`src/rtl/c0_uart_yukleyici.sv`:
```
// UART program loader for core c0: receives a framed image on rx_i, writes it
// word by word into instruction memory and keeps the core in reset until done.
module c0_uart_yukleyici #(
    parameter int BIT_SURESI = 434,
    parameter int ADR_W      = 12
) (
    input  logic             clk_i,
    input  logic             rst_i,
    input  logic             rx_i,
    output logic             tx_o,
    output logic             bellek_yaz_o,
    output logic [ADR_W-1:0] bellek_adres_o,
    output logic [31:0]      bellek_veri_o,
    input  logic             bellek_hazir_i,
    output logic             cekirdek_rst_o,
    output logic             yukleme_bitti_o,
    output logic             yukleme_hata_o
);

    localparam int SAY_W = $clog2(BIT_SURESI);
    localparam int YARIM = BIT_SURESI / 2;
    localparam logic [9:0] TX_CERCEVE = {1'b1, 8'h5A, 1'b0};

    typedef enum logic [1:0] {R_BOS, R_BASLA, R_VERI, R_DUR} rx_durum_t;
    typedef enum logic [2:0] {BOSTA, SENKRON, UZUNLUK, VERI, ONAY, BITTI, HATA} durum_t;

    // ---- stage p0/p1: rx synchronizer
    logic rx_p0, rx_p1;

    always_ff @(posedge clk_i) begin
        if (rst_i) begin
            rx_p0 <= 1'b1;
            rx_p1 <= 1'b1;
        end else begin
            rx_p0 <= rx_i;
            rx_p1 <= rx_p0;
        end
    end

    // ---- receiver: bit timer and byte assembly
    rx_durum_t        rx_durum, rx_durum_d;
    logic [SAY_W-1:0] rx_say;
    logic [2:0]       rx_bit;
    logic [7:0]       rx_kay;
    logic [7:0]       rx_bayt;
    logic             rx_vld;
    logic             rx_yarim, rx_tam;
    logic             bayt_tamam, cerceve_hata;

    assign rx_yarim = (rx_say == SAY_W'(YARIM - 1));
    assign rx_tam   = (rx_say == SAY_W'(BIT_SURESI - 1));

    always_comb begin
        rx_durum_d   = rx_durum;
        bayt_tamam   = 1'b0;
        cerceve_hata = 1'b0;
        case (rx_durum)
            R_BOS:   if (!rx_p1) rx_durum_d = R_BASLA;
            // a start bit that is high again at mid-bit was only a glitch
            R_BASLA: if (rx_yarim) rx_durum_d = rx_p1 ? R_BOS : R_VERI;
            R_VERI:  if (rx_tam && rx_bit == 3'd7) rx_durum_d = R_DUR;
            R_DUR: begin
                if (rx_tam) begin
                    rx_durum_d   = R_BOS;
                    bayt_tamam   = rx_p1;
                    cerceve_hata = !rx_p1;
                end
            end
            default: rx_durum_d = R_BOS;
        endcase
    end

    always_ff @(posedge clk_i) begin
        if (rst_i) begin
            rx_durum <= R_BOS;
            rx_say   <= '0;
            rx_bit   <= '0;
            rx_vld   <= 1'b0;
        end else begin
            rx_durum <= rx_durum_d;
            rx_vld   <= bayt_tamam;
            if (rx_durum == R_BOS || rx_durum_d != rx_durum || rx_tam)
                rx_say <= '0;
            else
                rx_say <= rx_say + SAY_W'(1);
            if (rx_durum == R_BASLA)
                rx_bit <= '0;
            else if (rx_durum == R_VERI && rx_tam)
                rx_bit <= rx_bit + 3'd1;
        end
    end

    always_ff @(posedge clk_i) begin
        if (rx_durum == R_VERI && rx_tam)
            rx_kay <= {rx_p1, rx_kay[7:1]};
        if (bayt_tamam)
            rx_bayt <= rx_kay;
    end

    // ---- loader FSM, write holding register and acknowledge transmitter
    durum_t           durum, durum_d;
    logic [1:0]       bayt_idx;
    logic [7:0]       uz_dusuk;
    logic [23:0]      kelime_sr;
    logic [15:0]      alinacak, kalan;
    logic [15:0]      uzunluk;
    logic [ADR_W-1:0] adr_say;
    logic [SAY_W-1:0] tx_say;
    logic [3:0]       tx_bit;
    logic             kabul, kelime_tamam, tasma, son_kabul, tx_tam, tx_son;

    assign uzunluk      = {rx_bayt, uz_dusuk};
    assign kabul        = bellek_yaz_o & bellek_hazir_i;
    assign kelime_tamam = (durum == VERI) & rx_vld & (bayt_idx == 2'd3) & (alinacak != 16'd0);
    // new word ready while the previous one is still unaccepted
    assign tasma        = kelime_tamam & bellek_yaz_o & ~bellek_hazir_i;
    assign son_kabul    = kabul & (kalan == 16'd1);
    assign tx_tam       = (tx_say == SAY_W'(BIT_SURESI - 1));
    assign tx_son       = tx_tam & (tx_bit == 4'd9);

    always_comb begin
        durum_d = durum;
        case (durum)
            BOSTA, SENKRON: if (rx_vld) durum_d = (rx_bayt == 8'hA5) ? UZUNLUK : SENKRON;
            UZUNLUK:        if (rx_vld && bayt_idx[0]) durum_d = (uzunluk == 16'd0) ? ONAY : VERI;
            VERI: begin
                if (tasma)          durum_d = HATA;
                else if (son_kabul) durum_d = ONAY;
            end
            ONAY:           if (tx_son) durum_d = BITTI;
            BITTI, HATA:    durum_d = durum;
            default:        durum_d = HATA;
        endcase
        if (cerceve_hata && durum != BITTI)
            durum_d = HATA;
    end

    always_ff @(posedge clk_i) begin
        if (rst_i) begin
            durum          <= BOSTA;
            bayt_idx       <= '0;
            alinacak       <= '0;
            kalan          <= '0;
            adr_say        <= '0;
            tx_say         <= '0;
            tx_bit         <= '0;
            bellek_yaz_o   <= 1'b0;
            bellek_adres_o <= '0;
            bellek_veri_o  <= '0;
        end else begin
            durum <= durum_d;
            if (durum == UZUNLUK && rx_vld) begin
                if (bayt_idx[0]) begin
                    bayt_idx <= '0;
                    alinacak <= uzunluk;
                    kalan    <= uzunluk;
                end else begin
                    bayt_idx <= 2'd1;
                end
            end else if (durum == VERI && rx_vld && alinacak != 16'd0) begin
                bayt_idx <= bayt_idx + 2'd1;
            end

            if (kelime_tamam && !tasma) begin
                bellek_yaz_o   <= 1'b1;
                bellek_adres_o <= adr_say;
                bellek_veri_o  <= {rx_bayt, kelime_sr};
                adr_say        <= adr_say + ADR_W'(1);
                alinacak       <= alinacak - 16'd1;
            end else if (kabul) begin
                bellek_yaz_o <= 1'b0;
            end
            if (kabul)
                kalan <= kalan - 16'd1;
            if (durum_d == HATA)
                bellek_yaz_o <= 1'b0;

            if (durum != ONAY) begin
                tx_say <= '0;
                tx_bit <= '0;
            end else if (tx_tam) begin
                tx_say <= '0;
                tx_bit <= tx_bit + 4'd1;
            end else begin
                tx_say <= tx_say + SAY_W'(1);
            end
        end
    end

    always_ff @(posedge clk_i) begin
        if (durum == UZUNLUK && rx_vld && !bayt_idx[0])
            uz_dusuk <= rx_bayt;
        if (durum == VERI && rx_vld && alinacak != 16'd0)
            kelime_sr <= {rx_bayt, kelime_sr[23:8]};
    end

    assign tx_o            = (durum == ONAY) ? TX_CERCEVE[tx_bit] : 1'b1;
    assign cekirdek_rst_o  = (durum != BITTI);
    assign yukleme_bitti_o = (durum == BITTI);
    assign yukleme_hata_o  = (durum == HATA);

endmodule
```
`config.mk`:
```
export PLATFORM = sky130hd
export DESIGN_NAME = c0_uart_yukleyici
export DESIGN_NICKNAME = d
export VERILOG_FILES = /design/src/rtl/c0_uart_yukleyici.sv
export SDC_FILE = /design/constraint.sdc
export NUM_CORES = 1
export LEC_CHECK = 0
export CORE_AREA = 2 2 132 134
export DETAILED_ROUTE_END_ITERATION = 8
export DIE_AREA = 0 0 134 136
export PLACE_DENSITY = 0.71
export SLEW_MARGIN = 0
export SYNTH_ARGS = -nofsm -noshare
export SYNTH_HDL_FRONTEND = slang
export SYNTH_SLANG_ARGS = --single-unit
```
`constraint.sdc`:
```
create_clock -name clk_i -period 2.6 [get_ports clk_i]
set_input_delay 0.52 -clock clk_i [delete_from_list [all_inputs] [get_ports clk_i]]
set_output_delay 0.52 -clock clk_i [all_outputs]
set_load 0.05 [all_outputs]
```
==> results of run 1 <==
timing repair:
item	4_1_cts	5_1_grt
setup endpoints to repair	4	0
hold buffers	0	0
gates resized for setup	4	0
cells by family after synthesis:
kind of cell	synth area share [%]
simple gates	23.0
flops	53.4
compound gates	13.5
buf+inv	3.71
xor+xnor	3.20
fa+ha+maj	2.37
mux	0.881
through the flow:
| stage | instances | hold WS [ps] | power [mW] |
|---|---|---|---|
| floorplan | 780 | 389 | 2.88 |
| global placement | 1042 | 396 | 2.90 |
| detailed placement | 1042 | 393 | 2.90 |
| CTS | 1074 | 409 | 5.39 |
| global route | 1074 | 431 | 5.52 |
| finish | 1074 | 407 | 5.34 |
worst max-delay path: cells and delay by family (launching register included):
family / cells / cell delay [ps]
buf+inv: 1 / 550
flops: 1 / 530
simple gates: 1 / 320
final timing paths:
check,end,depth (start not counted)
setup / recovery,yukleme_bitti_o,2
hold / removal,rx_p1,1
setup reg to reg,adr_say[9],7
hold reg to reg,rx_p1,1
power groups by stage:
stage | combinational, mW | sequential [mW] | clock [mW]
2_1_floorplan | 0.0605 | 2.82 | 0
3_3_place_gp | 0.0699 | 2.83 | 0
3_5_place_dp | 0.0703 | 2.83 | 0
4_1_cts | 0.0710 | 2.77 | 2.55
5_1_grt | 0.0784 | 2.77 | 2.67
6_report | 0.0701 | 2.77 | 2.50
layout make-up:
type	count	area (sq um)
Timing Repair Buffer	77	738
Multi-Input combinational cell	546	3180
Clock buffer	21	472
Tap cell	225	282
Sequential cell	173	3940
Fill cell	1521	8080
Inverter	21	78.8
Clock inverter	11	105
cell usage in the layout (no fill, tap or decap), types with 10 or more instances in the layout:
cell	n
nand2_1	125
dfxtp_1	125
nor2_1	76
a21oi_1	76
edfxtp_1	48
clkdlybuf4s50_1	47
buf_4	23
nand3_1	21
inv_1	21
nor3_1	20
xnor2_1	19
clkbuf_16	18
nand4_1	14
ha_1	14
nor4_1	13
and3_1	11
a31oi_1	10
registers in the layout, indices dropped and copies added (netlist names), 2 cells and up, named ones only:
| signal | cells |
|---|---|
| adr_say | 12 |
| bellek_adres_o | 12 |
| uz_dusuk | 8 |
| rx_durum | 2 |
| tx_say | 9 |
| kalan | 16 |
| rx_bit | 3 |
| rx_bayt | 8 |
| alinacak | 16 |
| rx_kay | 8 |
| rx_say | 9 |
| bayt_idx | 2 |
| bellek_veri_o | 32 |
| tx_bit | 4 |
| kelime_sr | 24 |
| durum | 3 |
per-layer routing:
layer / routed length [um] / share of wire (%) / track usage (%)
met2: 7500 / 47 / 29.3
met5: 0 / 0 / 0
met4: 252 / 1.6 / 7.21
met1: 7200 / 46 / 23.1
met3: 851 / 5.4 / 4.59
==> reports/metrics.csv, run 1 <==
stage;metric;value;unit
outcome;status;complete, no violations;
critical_path;cp-startpoint;durum[0];
clock_tree;cts_max_level;4;
synth;synthDistinctLibCells;75;
routing;vias;5835;
die;die_y;136;um
timing;post-route-min-period;2360;ps
power;ir_worst_vdd;516;uV
synth;yosysTopAreaCell;dfxtp_1;
layout;area_growth;19.1;%
placed_design;place_area;8230;sq um
timing;max_freq;0.424;GHz
grt;track_usage;18.0;%
die;start_util;43.8;%
clock_tree;cts_buffers;17;
placed_design;pre_cts_ws;190;ps
routing;drt-total-wl;15800;um
routing;wl_per_cell;14.7;um
synth;yosys.area.top_type_share;33.9;%
timing;max_slew_margin;55.4;%
layout;diodes;0;
power;power_switching;1.14;mW
placed_design;io_buffers;52;
clock_tree;clock_latency;440;ps
flow_run;max_cap_viol_count;0;
synth;synth_area_per_cell;9.47;sq um
clock_tree;clockRootBuffer;clkbuf_16;
layout;finish.utilization;52.1;%
synth;synth_seq_area_share;53.4;%
timing;fin_worst_skew;9.17;ps
synth;async_flop_share;0;%
critical_path;path_cells;and3b_1 -> dlygate4sd2_1;
timing;fin_ws;243;ps
synth;yosysWarningCount;0;
grt;gr-total-overflow;0;
die;coreArea;16900;sq um
synth;ys_top_cells_by_count;125 x dfxtp_1, 125 x nand2_1, 78 x nor2_1;
worst_hold_path;min_path_type;flop to flop;
routing;dr.pass1.iters;4;
synth;synth_area;7390;sq um
timing;maxSlewViolCount;0;
die;die-width;134;um
clock_tree;cts_buffer_depth;2;
clock_tree;clkTransAtPathRegs;60;ps
grt;antenna_found_initial;0;
die;dieArea;18200;sq um
synth;synth_area_leaders;dfxtp_1 34%, edfxtp_1 20%, nand2_1 6.4%, a21oi_1 5.1%, nor2_1 4.0%;
timing;hold_viol_final;0;
die;rows;48;
routing;post-route-drc-count;0;
synth;synthCells;780;
power;power_frac_comb;1.3;%
power;intPower;4.20;mW
grt;grt_max_degree;82;
power;pwr-share-clk;46.9;%
power;leakagePower;2.90;nW
worst_hold_path;min_from;rx_p0;
critical_path;r2r_slack;350;ps
synth;ys_ff_latch;173;
clock_tree;postCtsSetupBuffers;0;
synth;syn_nets;798;
clock_tree;cts_tree;done;
critical_path;crit_path_end_kind;output pin;
critical_path;worstPathMaxFanout;11;
layout;drive_gt1_share;9.89;%
critical_path;critPathKind;flop to output pin;
grt;grt_pass1_wl;26400;um
timing;fin_crit_sh;90.7;%
timing;rsz0062_at_grt;no;
grt;grt_pass1_vias;5467;
critical_path;slowest_stage;dlygate4sd2_1;
power;pwr_density_cell;607;nW/um^2
critical_path;arrival;1840;ps
layout;final_area;8800;sq um
placed_design;dpl.hpwl;10500;um
clock_tree;cts.sinks;173;
critical_path;critPathMaxStageDelay;550;ps
timing;finalSetupViolations;0;
critical_path;cp.required;2080;ps
synth;synth_flop_cell;dfxtp_1;
routing;antenna_left;0;
die;io_pins;53;
routing;vias_per_cell;5.43;
critical_path;r2r_start;alinacak[0];
routing;drtIter0Drc;372;
placed_design;globalplace.congestion;0.890;
synth;synth_edf_count;48;
layout;final_nets;854;
power;switching_share;21.4;%
critical_path;cp-start-kind;flop;
timing;fin_tns_setup;0;ps
timing;worstMarginPinSlew;668;ps
power;pwr-share-seq;51.8;%
Power figures use the tool's default switching activity.
==> run 2, diff against run 1 <==
Settings changed: PLACE_DENSITY 0.71 to not set, PLACE_DENSITY_LB_ADDON set to 0.25.
Clock period 2.6 ns to 2.3 ns, I/O delays scaled along.
==> reports/metrics.csv, run 2 (synthesis results as in run 1) <==
stage;metric;value;unit;change
die;start_util;43.8;%;unchanged
routing;met2_length;8420;um;+12%
layout;top_register;bellek_veri_o;;
critical_path;critPathMaxStageDelay;560;ps;about the same
clock_tree;clockRootBuffer;clkbuf_16;;
layout;largest_reg_flops;32;;unchanged
clock_tree;clkTransAtPathRegs;70;ps;about the same
clock_tree;clock_latency;430;ps;about the same
routing;routed.top_layer;met4;;
grt;grt_max_degree;46;;-44%
grt;track_usage;18.9;%;+0.85 points
power;leakagePower;2.98;nW;+2.5%
clock_tree;cts_hold_buffers;0;;unchanged
timing;finalSetupViolations;0;;unchanged
layout;final_area;8930;sq um;+1.5%
timing;hold_viol_final;0;;unchanged
timing;fin_crit_sh;96.3;%;
worst_hold_path;hold_depth;2;;+1
critical_path;worst_path_most_repeated_cell;nor3_1;;
critical_path;slowest_stage;or4_4;;
power;pwr_density_cell;681;nW/um^2;+12%
power;ir_worst_vdd;513;uV;-0.65%
routing;dr_wl_met3;657;um;-23%
die;dieArea;18200;sq um;unchanged
routing;dr.pass1.iters;4;;unchanged
placed_design;io_buffers;52;;unchanged
critical_path;r2r_cells;5;;-2
layout;largestRegisters;bellek_veri_o: 32 flops, kelime_sr: 24 flops;;
critical_path;cp-start-kind;flop;;
critical_path;path_cells;or4_4 -> or3_1 -> nor3_1 -> mux2_2 -> nor3_1;;
clock_tree;cts.sinks;173;;unchanged
layout;diodes;0;;unchanged
timing;worstMarginPinSlew;706;ps;+38.7 ps
routing;wl_per_cell;15.5;um;+5.2%
worst_hold_path;min_from;rst_i;;
timing;rsz0062_at_grt;no;;
die;die_y;136;um;unchanged
routing;drt-total-wl;16800;um;+6.6%
layout;layout_common_cells;125 x nand2_1, 125 x dfxtp_1, 76 x nor2_1, 76 x a21oi_1, 48 x edfxtp_1;;
layout;final_nets;868;;+1.6%
routing;wl_met1;7490;um;+3.9%
critical_path;r2r_start;kalan[5];;
critical_path;cp_top_family;simple AND/OR/NAND/NOR gates;;
timing;max_freq;0.451;GHz;
die;die-width;134;um;unchanged
layout;drive_gt1_share;12.4;%;+2.5 points
die;coreArea;16900;sq um;unchanged
timing;max_slew_margin;52.8;%;-2.6 points
critical_path;worstPathMaxFanout;5;;-6
critical_path;crit_cells;5;;+3
timing;fin_worst_skew;7.33;ps;-1.84 ps
timing;post-route-min-period;2220;ps;
routing;vias;6007;;+2.9%
grt;gr-total-overflow;0;;unchanged
clock_tree;cts_buffer_depth;2;;unchanged
outcome;status;complete, no violations;;
clock_tree;cts_tree;done;;
critical_path;cp-startpoint;kalan[5];;
timing;maxSlewViolCount;0;;unchanged
worst_hold_path;min_path_type;input port to flop;;
flow_run;max_cap_viol_count;0;;unchanged
critical_path;cp.required;2640;ps;+560 ps
critical_path;arrival;2560;ps;+720 ps
critical_path;critPathKind;flop to flop;;
placed_design;dpl.hpwl;11800;um;+12%
die;rows;48;;unchanged
layout;final.fill_count;1539;;+1.2%
layout;area_growth;20.9;%;
clock_tree;cts_max_level;4;;unchanged
clock_tree;cts_buffers;17;;unchanged
die;io_pins;53;;unchanged
critical_path;crit_path_end_kind;flop;;
grt;antenna_found_initial;0;;unchanged
routing;drtIter0Drc;351;;-5.6%
routing;antenna_left;0;;unchanged
critical_path;cp_num_buf_inv;0;;-1
placed_design;place_area;8310;sq um;+1.0%
routing;post-route-drc-count;0;;unchanged
grt;grt_pass1_wl;27600;um;+4.5%
placed_design;globalplace.congestion;0.888;;-0.25%
routing;vias_per_cell;5.52;;+1.6%
timing;fin_hold_ws;382;ps;-25.7 ps
grt;grt_pass1_vias;5703;;+4.3%
-- run 2: cell types whose count changed in the layout (fill, tap and decap cells not counted), moves of 2 or more --
cell and change:
inv_6 -2, clkinv_8 +2, inv_8 +5, nor4_1 -2, buf_4 +19, dlygate4sd2_1 -4, nor4_2 +2, clkbuf_1 -2
clkinv_2 -2
-- run 2: worst paths after layout --
check              endpoint  slack [ps]
setup / recovery  kalan[13]          80
hold / removal    rx_bit[0]         380
setup reg to reg  kalan[13]          80
hold reg to reg       rx_p1         410
-- run 2: where the power goes --
group	internal, mW	leakage [nW]	switching, mW
logic	0.0263	1.25	0.0544
registers	3.12	1.44	0.0111
clock network	1.55	0.293	1.31
-- run 2: what timing repair did --
item,in CTS,in global routing
resized for setup,0,4
endpoints found under the hold margin,0,0
setup endpoints to repair,0,5
setup buffers,0,0
-- run 2: final cells by class --
type / count / area, sq um / area share [%]
clock inverters: 15 / 170 / 1.91
inverters: 21 / 78.8 / 0.883
clock buffers: 17 / 425 / 4.77
flip-flops and latches: 173 / 3940 / 44.2
well taps: 225 / 282 / 3.15
repair buffers: 91 / 826 / 9.25
multi-input cells: 546 / 3200 / 35.9
-- run 2: per-stage QoR --
stage               util [%]  worst slack (ps)  total power, mW  std cells  setup TNS (ps)
global route            52.9              12.6             6.27       1088               0
global placement        49.2              8.22             3.27       1056               0
CTS                     52.8              20.2             6.13       1088               0
detailed placement      49.2             -60.8             3.28       1056            -118
finish                  52.9              84.5             6.08       1088               0
floorplan                  -              1.73             3.26        780               0
-- run 2: layer usage --
metal  global-route usage [%]  vias to the layer above
met4                     7.57                        0
met3                     3.58                       30
met2                     32.2                      147
met1                     23.7                     2878
met5                        0                        -
li1                         -                     2952
-- run 2: worst reg2reg max path: stages (launching register included) --
cell and delay (ps):
dfxtp_1 340, or4_4 560, or3_1 440, nor3_1 230, mux2_2 360, nor3_1 200
==> run 3, diff against run 2 <==
Settings changed: CAP_MARGIN set to 20.
Clock period 2.3 ns to 2.4 ns, I/O delays scaled along.
==> reports/metrics.csv, run 3 (synthesis results as in run 1) <==
stage;metric;value;unit;change
grt;grt_pass1_vias;5500;;-3.6%
timing;worstMarginPinSlew;701;ps;-5.59 ps
critical_path;cp-start-kind;flop;;
routing;wl_per_cell;14.9;um;-3.9%
layout;largest_reg_flops;32;;unchanged
grt;grt_pass1_wl;26500;um;-4.0%
layout;diodes;0;;unchanged
clock_tree;cts.sinks;173;;unchanged
routing;post-route-drc-count;0;;unchanged
placed_design;globalplace.congestion;0.858;;-3.4%
grt;track_usage;18.2;%;-0.73 points
routing;vias;5834;;-2.9%
power;total_power;5.68;mW;-6.4%
critical_path;slowest_stage;nor4_1;;
flow_run;max_cap_viol_count;0;;unchanged
timing;hold_viol_final;0;;unchanged
layout;top_register;bellek_veri_o;;
timing;post-route-min-period;2250;ps;+32.5 ps
critical_path;critPathKind;flop to flop;;
layout;area_growth;19.4;%;
layout;final_nets;861;;-0.81%
worst_hold_path;min_path_type;flop to flop;;
timing;fin_hold_ws;408;ps;+26.0 ps
clock_tree;clkTransAtPathRegs;60;ps;about the same
outcome;status;complete, no violations;;
timing;max_slew_margin;53.2;%;+0.36 points
grt;antenna_found_initial;0;;unchanged
clock_tree;cts_buffer_depth;2;;unchanged
die;coreArea;16900;sq um;unchanged
die;dieArea;18200;sq um;unchanged
critical_path;arrival;2550;ps;about the same
timing;finalSetupViolations;0;;unchanged
timing;fin_worst_skew;12.9;ps;+5.57 ps
critical_path;path_cells;inv_1 -> ha_1 -> nor4b_1 -> and4_2 -> nor4_1 -> and3_1 -> mux2_2;;
routing;vias_per_cell;5.40;;-2.3%
layout;final.fill_count;1506;;-2.1%
clock_tree;clockRootBuffer;clkbuf_16;;
layout;final_area;8820;sq um;-1.2%
placed_design;pre_cts_ws;40.8;ps;+102 ps
timing;rsz0062_at_grt;no;;
routing;drt-total-wl;16100;um;-4.5%
die;die-width;134;um;unchanged
power;pwr_density_cell;645;nW/um^2;-5.3%
critical_path;cp.required;2710;ps;+70 ps
critical_path;cp_top_family;simple AND/OR/NAND/NOR gates;;
timing;fin_tns_setup;0;ps;unchanged
routing;antenna_left;0;;unchanged
placed_design;place_area;8260;sq um;-0.63%
layout;drive_gt1_share;11.3;%;-1.1 points
placed_design;dpl.hpwl;11300;um;-4.3%
timing;maxSlewViolCount;0;;unchanged
clock_tree;postCtsSetupBuffers;0;;unchanged
die;die_y;136;um;unchanged
clock_tree;clock_latency;430;ps;about the same
timing;fin_ws;152;ps;+67.5 ps
layout;finish.utilization;52.2;%;-0.65 points
routing;drtIter0Drc;381;;+8.5%
placed_design;io_buffers;52;;unchanged
grt;grt_max_degree;47;;+2.2%
critical_path;crit_path_end_kind;flop;;
timing;fin_crit_sh;93.7;%;-2.7 points
power;leakagePower;2.93;nW;-1.7%
die;rows;48;;unchanged
clock_tree;cts_max_level;4;;unchanged
layout;layout.cells.non_filler;1081;;-0.64%
critical_path;critPathMaxStageDelay;390;ps;-170 ps
critical_path;worstPathMaxFanout;11;;+6
clock_tree;cts_tree;done;;
routing;dr.pass1.iters;4;;unchanged
timing;max_freq;0.445;GHz;-1.4%
clock_tree;cts_resized;0;;unchanged
placed_design;place_inst;1049;;-0.66%
grt;gr-total-overflow;0;;unchanged
layout;layout_common_cells;125 x nand2_1, 125 x dfxtp_1, 76 x nor2_1, 76 x a21oi_1, 48 x edfxtp_1;;
layout;largestRegisters;bellek_veri_o: 32 flops, kelime_sr: 24 flops;;
power;ir_worst_vdd;482;uV;-6.0%
die;start_util;43.8;%;unchanged
critical_path;cp_num_buf_inv;1;;+1
clock_tree;cts_buffers;17;;unchanged
die;io_pins;53;;unchanged
clock_tree;cts_hold_buffers;0;;unchanged
[run 3: power by group]
part           leakage [nW]  switching [mW]  internal [mW]
clock                 0.278            1.16           1.45
combinational          1.21          0.0497         0.0240
sequential             1.44          0.0106           2.99
total                  2.93            1.22           4.46
[run 3: layout make-up]
cell class / instances / area [sq um] / area share [%]
clock buffer: 18 / 429 / 4.87
clock inverter: 14 / 133 / 1.50
inverter: 21 / 78.8 / 0.894
multi-input combinational: 546 / 3180 / 36.0
sequential: 173 / 3940 / 44.7
tap: 225 / 282 / 3.19
timing repair buffer: 84 / 773 / 8.77
[run 3: path summary, 6_finish.rpt]
kind,start,end,slack [ps],cells after the start
worst min register to register,rx_p0,rx_p1,410,1
worst min-delay path,rx_p0,rx_p1,410,1
worst max register to register,alinacak[0],adr_say[9],150,7
worst max-delay path,alinacak[0],adr_say[9],150,7
[run 3: per-layer routing]
layer  global-route usage [%]  part of all wire [%]
met2                     30.7                    49
met3                     3.84                   3.4
met1                     22.9                    46
met5                        0                     0
met4                     7.03                   1.7
